**src/rtl/add_sub_pkg.sv**
```systemverilog
// add_sub_pkg: shared FSM state type, select encodings and default width
package add_sub_pkg;
  typedef enum logic [1:0] {
    IDLE = 2'd0,
    RUN  = 2'd1,
    DONE = 2'd2
  } state_t;
  localparam logic SEL_ADD = 1'b0;
  localparam logic SEL_SUB = 1'b1;
  localparam int DEF_WIDTH = 8;
endpackage

```
**src/rtl/full_add_sub_cell.sv**
```systemverilog
// full_add_sub_cell: one-bit full adder/subtractor from two half add/sub stages
module full_add_sub_cell
  import add_sub_pkg::*;
(
  input  logic a,
  input  logic b,
  input  logic cin,
  input  logic select,
  output logic sum,
  output logic cout
);
  logic w_d1, w_c1, w_c2;
  // first half stage combines the operand bits, second folds in the incoming carry/borrow
  assign w_d1 = a ^ b;
  assign w_c1 = (select == SEL_SUB) ? (~a & b) : (a & b);
  assign sum  = w_d1 ^ cin;
  assign w_c2 = (select == SEL_SUB) ? (~w_d1 & cin) : (w_d1 & cin);
  assign cout = w_c1 | w_c2;
endmodule

```
**src/rtl/serial_add_sub.sv**
```systemverilog
// serial_add_sub: bit-serial N-bit adder/subtractor, LSB first, start/ready/done handshake
module serial_add_sub
  import add_sub_pkg::*;
#(
  parameter  int WIDTH = DEF_WIDTH,
  localparam int CNT_W = $clog2(WIDTH)
) (
  input  logic             clk,
  input  logic             rst_n,
  input  logic             start,
  input  logic [WIDTH-1:0] a,
  input  logic [WIDTH-1:0] b,
  input  logic             select,
  output logic             ready,
  output logic             busy,
  output logic             done,
  output logic [WIDTH-1:0] result,
  output logic             carry
);
  state_t           r_state;
  logic [WIDTH-1:0] r_a, r_b, r_sh;
  logic             r_sel, r_c;
  logic [CNT_W-1:0] r_cnt;
  logic             w_sum, w_cout;
  full_add_sub_cell u_cell (
    .a      (r_a[r_cnt]),
    .b      (r_b[r_cnt]),
    .cin    (r_c),
    .select (r_sel),
    .sum    (w_sum),
    .cout   (w_cout)
  );
  // control FSM plus serial datapath; outputs are registered and only published on the last bit
  always_ff @(posedge clk or negedge rst_n) begin
    if (!rst_n) begin
      r_state <= IDLE;
      r_a     <= '0;
      r_b     <= '0;
      r_sh    <= '0;
      r_sel   <= SEL_ADD;
      r_c     <= 1'b0;
      r_cnt   <= '0;
      ready   <= 1'b1;
      busy    <= 1'b0;
      done    <= 1'b0;
      result  <= '0;
      carry   <= 1'b0;
    end else begin
      case (r_state)
        IDLE: if (start) begin
          r_a     <= a;
          r_b     <= b;
          r_sel   <= select;
          r_c     <= 1'b0;
          r_cnt   <= '0;
          r_state <= RUN;
          ready   <= 1'b0;
          busy    <= 1'b1;
        end
        RUN: begin
          r_c   <= w_cout;
          r_sh  <= {w_sum, r_sh[WIDTH-1:1]};
          r_cnt <= r_cnt + CNT_W'(1);
          if (r_cnt == CNT_W'(WIDTH - 1)) begin
            result  <= {w_sum, r_sh[WIDTH-1:1]};
            carry   <= w_cout;
            done    <= 1'b1;
            busy    <= 1'b0;
            r_state <= DONE;
          end
        end
        DONE: begin
          done    <= 1'b0;
          ready   <= 1'b1;
          r_state <= IDLE;
        end
        default: r_state <= IDLE;
      endcase
    end
  end
endmodule

```
**config.mk**
```make
export PLATFORM = sky130hd
export DESIGN_NAME = serial_add_sub
export DESIGN_NICKNAME = d
export VERILOG_FILES = /design/src/rtl/add_sub_pkg.sv /design/src/rtl/full_add_sub_cell.sv /design/src/rtl/serial_add_sub.sv
export SDC_FILE = /design/constraint.sdc
export NUM_CORES = 1
export LEC_CHECK = 0
export ABC_AREA = 1
export CELL_PAD_IN_SITES_DETAIL_PLACEMENT = 1
export CELL_PAD_IN_SITES_GLOBAL_PLACEMENT = 2
export CORE_MARGIN = 5
export CORE_UTILIZATION = 34
export DETAILED_ROUTE_END_ITERATION = 6
export GPL_ROUTABILITY_DRIVEN = 0
export PLACE_DENSITY_LB_ADDON = 0.1
export SKIP_CTS_REPAIR_TIMING = 1
export SYNTH_ARGS = -nofsm -noshare
export SYNTH_HDL_FRONTEND = slang
export SYNTH_HIERARCHICAL = 1
export SYNTH_SLANG_ARGS = --single-unit
```
**constraint.sdc**
```tcl
create_clock -name clk -period 4.65 [get_ports clk]
set_clock_uncertainty 0.1 [all_clocks]
set_input_delay 0.93 -clock clk [delete_from_list [all_inputs] [get_ports clk]]
set_output_delay 0.93 -clock clk [all_outputs]
set_load 0.05 [all_outputs]
```
# Word-level counts from Yosys, hierarchy flattened
# Index checks and enable logic that the tools add are counted.
# op_classes
bitwise_logic	9
n_lt_le_gt_ge	1
add_sub_neg	1
n_reduce_logical	11
mux	19
n_eq_ne	5
# ops
cell	n
2-bit AND reduction	6
1-bit two-way mux	8
1-bit case mux with 2 select lines	4
1-bit binary-select mux with 3-bit select	2
3-bit case mux with 2 select lines	1
2-bit nonzero test	3
1-bit AND	4
3-bit by 4-bit less-than comparator with 1-bit output, second input constant	1
2-bit two-way mux	2
2-bit != test, second input constant	2
2-bit case mux with 2 select lines	1
3-bit by 1-bit adder with 3-bit output, second input constant	1
3-bit == test, second input constant	1
3-bit two-way mux	1
3-bit AND reduction	1
2-bit by 1-bit == test with 1-bit output, second input constant	1
2-bit == test, second input constant	1
2-bit zero test	1
1-bit NOT	2
1-bit XOR	2
1-bit OR	1
# totals
inputBits	20
reg_bits	43

# Depth between registers and ports, before layout
# depth
word_depth	8
mapped_depth	14
mapped_depth_nobuf	13

# By module
# The synthesis kept the hierarchy.
# by_module_without_submodules
module	area_each_um2	instances	cells_each
serial_add_sub	1931.9	1	206
full_add_sub_cell	65.1	1	16

# Least setup slack after synthesis
# No wires, ideal clock.
# synth_path
kind	flip-flop to output port
start	register ready
end	output port ready
stages_incl_launch_ff	1
t_arrival_ns	0.664
path_slack_ns	2.956
path_buffers	0
required_time_ns	3.620
path_cell_list	dfstp_2
# synth_lines
element	line	text
start: declaration	serial_add_sub.sv:14	output logic ready,
start signal: assignment	serial_add_sub.sv:43	ready <= 1'b1;
start signal: assignment	serial_add_sub.sv:57	ready <= 1'b0;
start signal: assignment	serial_add_sub.sv:74	ready <= 1'b1;
# No word-level cell between the ends.

# Worst setup path in the final report
# layout_path
start	register ready
end	output port ready
# No word-level cell between the ends.

==> reports/summary.txt <==
================================================================================
Min Clock Period, post-route                                             2.65 ns
Nets in the synthesized netlist                                              245
Power Density                                                        743 nW/um^2
Top fanout value on the critical path                                          2
Buf/Inv on CP                                                                  1
Clock tree from TritonCTS                                                  built
Count of antenna diodes in the layout                                          0
Commonest cells in the synthesized netlist                          77 x sky130_fd_sc_hd__nand2_1, 41 x sky130_fd_sc_hd__dfrtp_1, 31 x sky130_fd_sc_hd__inv_1
Final clock period utilization by the worst path                           0.569
Share of post-route cells with drive strength above 1                      0.169
H-Tree Level Count                                                             2
Pin count of the biggest net entering global routing                          43
Flops & latches, synth                                                        42
DRC errors left                                                                0
Clock latency at the later pin of the worst-skew pair                    0.29 ns
Max-cap check violation count                                                  0
DIE HEIGHT                                                               86.6 um
Peak Freq                                                                378 MHz
Most common flop cell mapped by yosys                               sky130_fd_sc_hd__dfrtp_1
Wire length of the first global-routing pass                             6.98 mm
Outcome                                                             finished clean
Post-synthesis instance area                                          2000 sq um
First-pass iteration count of the detailed router                              3
Aggregate routed wire length                                             3.97 mm
Setup slack after placement                                              2.30 ns
Wire length per cell                                                     12.1 um
Sequential fraction of the synthesis area                                  0.527
RSZ-0062 raised after global routing                                       false
Antenna violations before repair                                               0
Synth area leaders                                                  sky130_fd_sc_hd__dfrtp_1 51%, sky130_fd_sc_hd__nand2_1 14%, sky130_fd_sc_hd__o21ai_2 10%, sky130_fd_sc_hd__inv_1 5.8%, sky130_fd_sc_hd__nand3_1 3.3%
List of cells traversed by the critical path                        clkdlybuf4s50_1
Final core utilization                                                     0.415
Clk pin slew, worst setup/hold paths                                     0.08 ns
Count of pins on the block boundary                                           32
EDFF count, synth                                                              0
Core footprint                                                        5820 sq um
Slowest cell on the critical path                                   sky130_fd_sc_hd__clkdlybuf4s50_1
Count of clock tree sinks                                                     42
Total grt overflow                                                             0
Startpoint-to-endpoint class of the critical path                   register to output pin
Total number of nets in the final design                                     276
Global routing usage summed across all routing layers                      0.119
Kind of cell with the highest combined delay on the critical path   buffers and inverters
Via count of the first global-routing pass                                 1,527
Final antenna-violating net count                                              0
Delay contributed by the slowest stage of the critical path              0.79 ns
Critical Path End Type                                                output pin
Proportion of netlist area held by the largest area contributor            0.514
Number of hold-slack violations in the final timing report                     0
Number of warnings reported in the yosys synthesis log                         6
Area growth from synthesis to final layout                                 21.0%
Setup violations, final                                                        0
Relative slew slack                                                        0.350
Detailed-placement wirelength estimate                                   2.77 mm
Worst IR Drop VDD                                                     0.000242 V
Clock tree root driver cell                                         sky130_fd_sc_hd__clkbuf_8
Ys async rst share                                                          1.00
Hold Slack                                                              0.379 ns
Number of distinct library cells after synthesis                              20
Worst Setup Start Kind                                                  register
Die Footprint                                                         7510 sq um
Count of standard-cell rows                                                   28
P_leak                                                                   1.21 nW
Horiz. Die Dim                                                           86.6 um
Per-instance average area after synthesis                             9.00 sq um
Most instantiated library cell after synthesis                      sky130_fd_sc_hd__nand2_1
Path type of the worst min-delay path                               register to register
Setup slack after layout                                                 2.00 ns
Max Transition Viols Final                                                     0
Instance count of the mapped netlist                                         222
Worst slew pin tran                                                     0.975 ns
Final total negative setup slack                                            0 ns
Clock buffer depth                                                             2
Number of clock buffers inserted by TritonCTS                                  5
Initial core utilization                                                   0.343
Dominant cell type by area after synthesis                          sky130_fd_sc_hd__dfrtp_1
Required arrival time at the worst endpoint                              3.62 ns
Via count                                                                  1,481
Via density per instance                                                    4.50
Arrival time at the worst endpoint                                       1.62 ns
I/O Buffers                                                                   31
DRC violation total after the first TritonRoute iteration                     38
================================================================================
-- final cells by class --
cell class | instances | area [sq um]
well taps | 75 | 93.8
multi-input cells | 138 | 721
repair buffers | 31 | 305
flip-flops and latches | 42 | 1050
clock buffers | 8 | 110
inverters | 35 | 134
fillers | 705 | 3400
-- cell usage in the layout (no fill, tap or decap), drive strengths merged --
| cell type | count |
|---|---|
| dfrtp | 41 |
| clkbuf | 8 |
| a22oi | 1 |
| nand3 | 13 |
| clkdlybuf4s50 | 30 |
| nor2 | 3 |
| o21ai | 35 |
| dfstp | 1 |
| buf | 1 |
| inv | 35 |
| a21oi | 1 |
| nand2 | 82 |
| ha | 3 |
-- sequential cells by signal, indices dropped and copies added, names as in the netlist --
register / flops
busy: 1
r_sh: 7
r_cnt: 3
ready: 1
r_state: 2
r_b: 8
r_sel: 1
carry: 1
done: 1
result: 8
r_c: 1
r_a: 8
-- path summary, 6_finish.rpt --
kind | cells past startpoint | slack [ns] | to | start
min reg2reg | 2 | 0.38 | result[0] | result[0]
max | 1 | 2.00 | ready | ready
max reg2reg | 4 | 2.72 | result[6] | r_state[1]
max in group asynchronous | 1 | 3.16 | r_b[4] | rst_n
min | 2 | 0.38 | result[0] | result[0]
min in group asynchronous | 1 | 0.69 | result[3] | rst_n
-- report_power, final --
part | internal, mW | leakage [nW] | switching, mW
combinational | 0.309 | 0.630 | 0.586
sequential | 0.538 | 0.519 | 0.0884
clock | 0.150 | 0.0575 | 0.125
total | 0.996 | 1.21 | 0.799
-- cells by family after synthesis --
logic type               count (synthesis)  synth area share
buffers and inverters                   42             0.112
adder cells (fa/ha/maj)                  3            0.0188
AND/OR/NAND/NOR                         98             0.205
flip-flops                              42             0.527
AO/OA/AOI/OAI                           37             0.137
-- metal layers --
layer  wire (um)  GRT usage  vias up
met5           0          0        -
met4          80     0.0510        0
met3         189     0.0342        7
met2        1940      0.208       23
met1        1750      0.136      709
li1            -          -      742
-- through the flow --
step                total power, mW  cell area (sq um)  cells
floorplan                      1.35               2000    222
global placement               1.54               2310    321
detailed placement             1.55               2310    321
CTS                            1.84               2420    329
global route                   1.97               2420    329
finish                         1.80               2420    329
-- worst reg2reg max path, cell delays in order (launching register included) --
cell                      delay, ns
sky130_fd_sc_hd__dfrtp_1       0.42
sky130_fd_sc_hd__nor2_2        0.62
sky130_fd_sc_hd__nand2_2       0.43
sky130_fd_sc_hd__nand2_1       0.19
sky130_fd_sc_hd__o21ai_2       0.06
No activity file was read; power rests on OpenSTA's default activity.
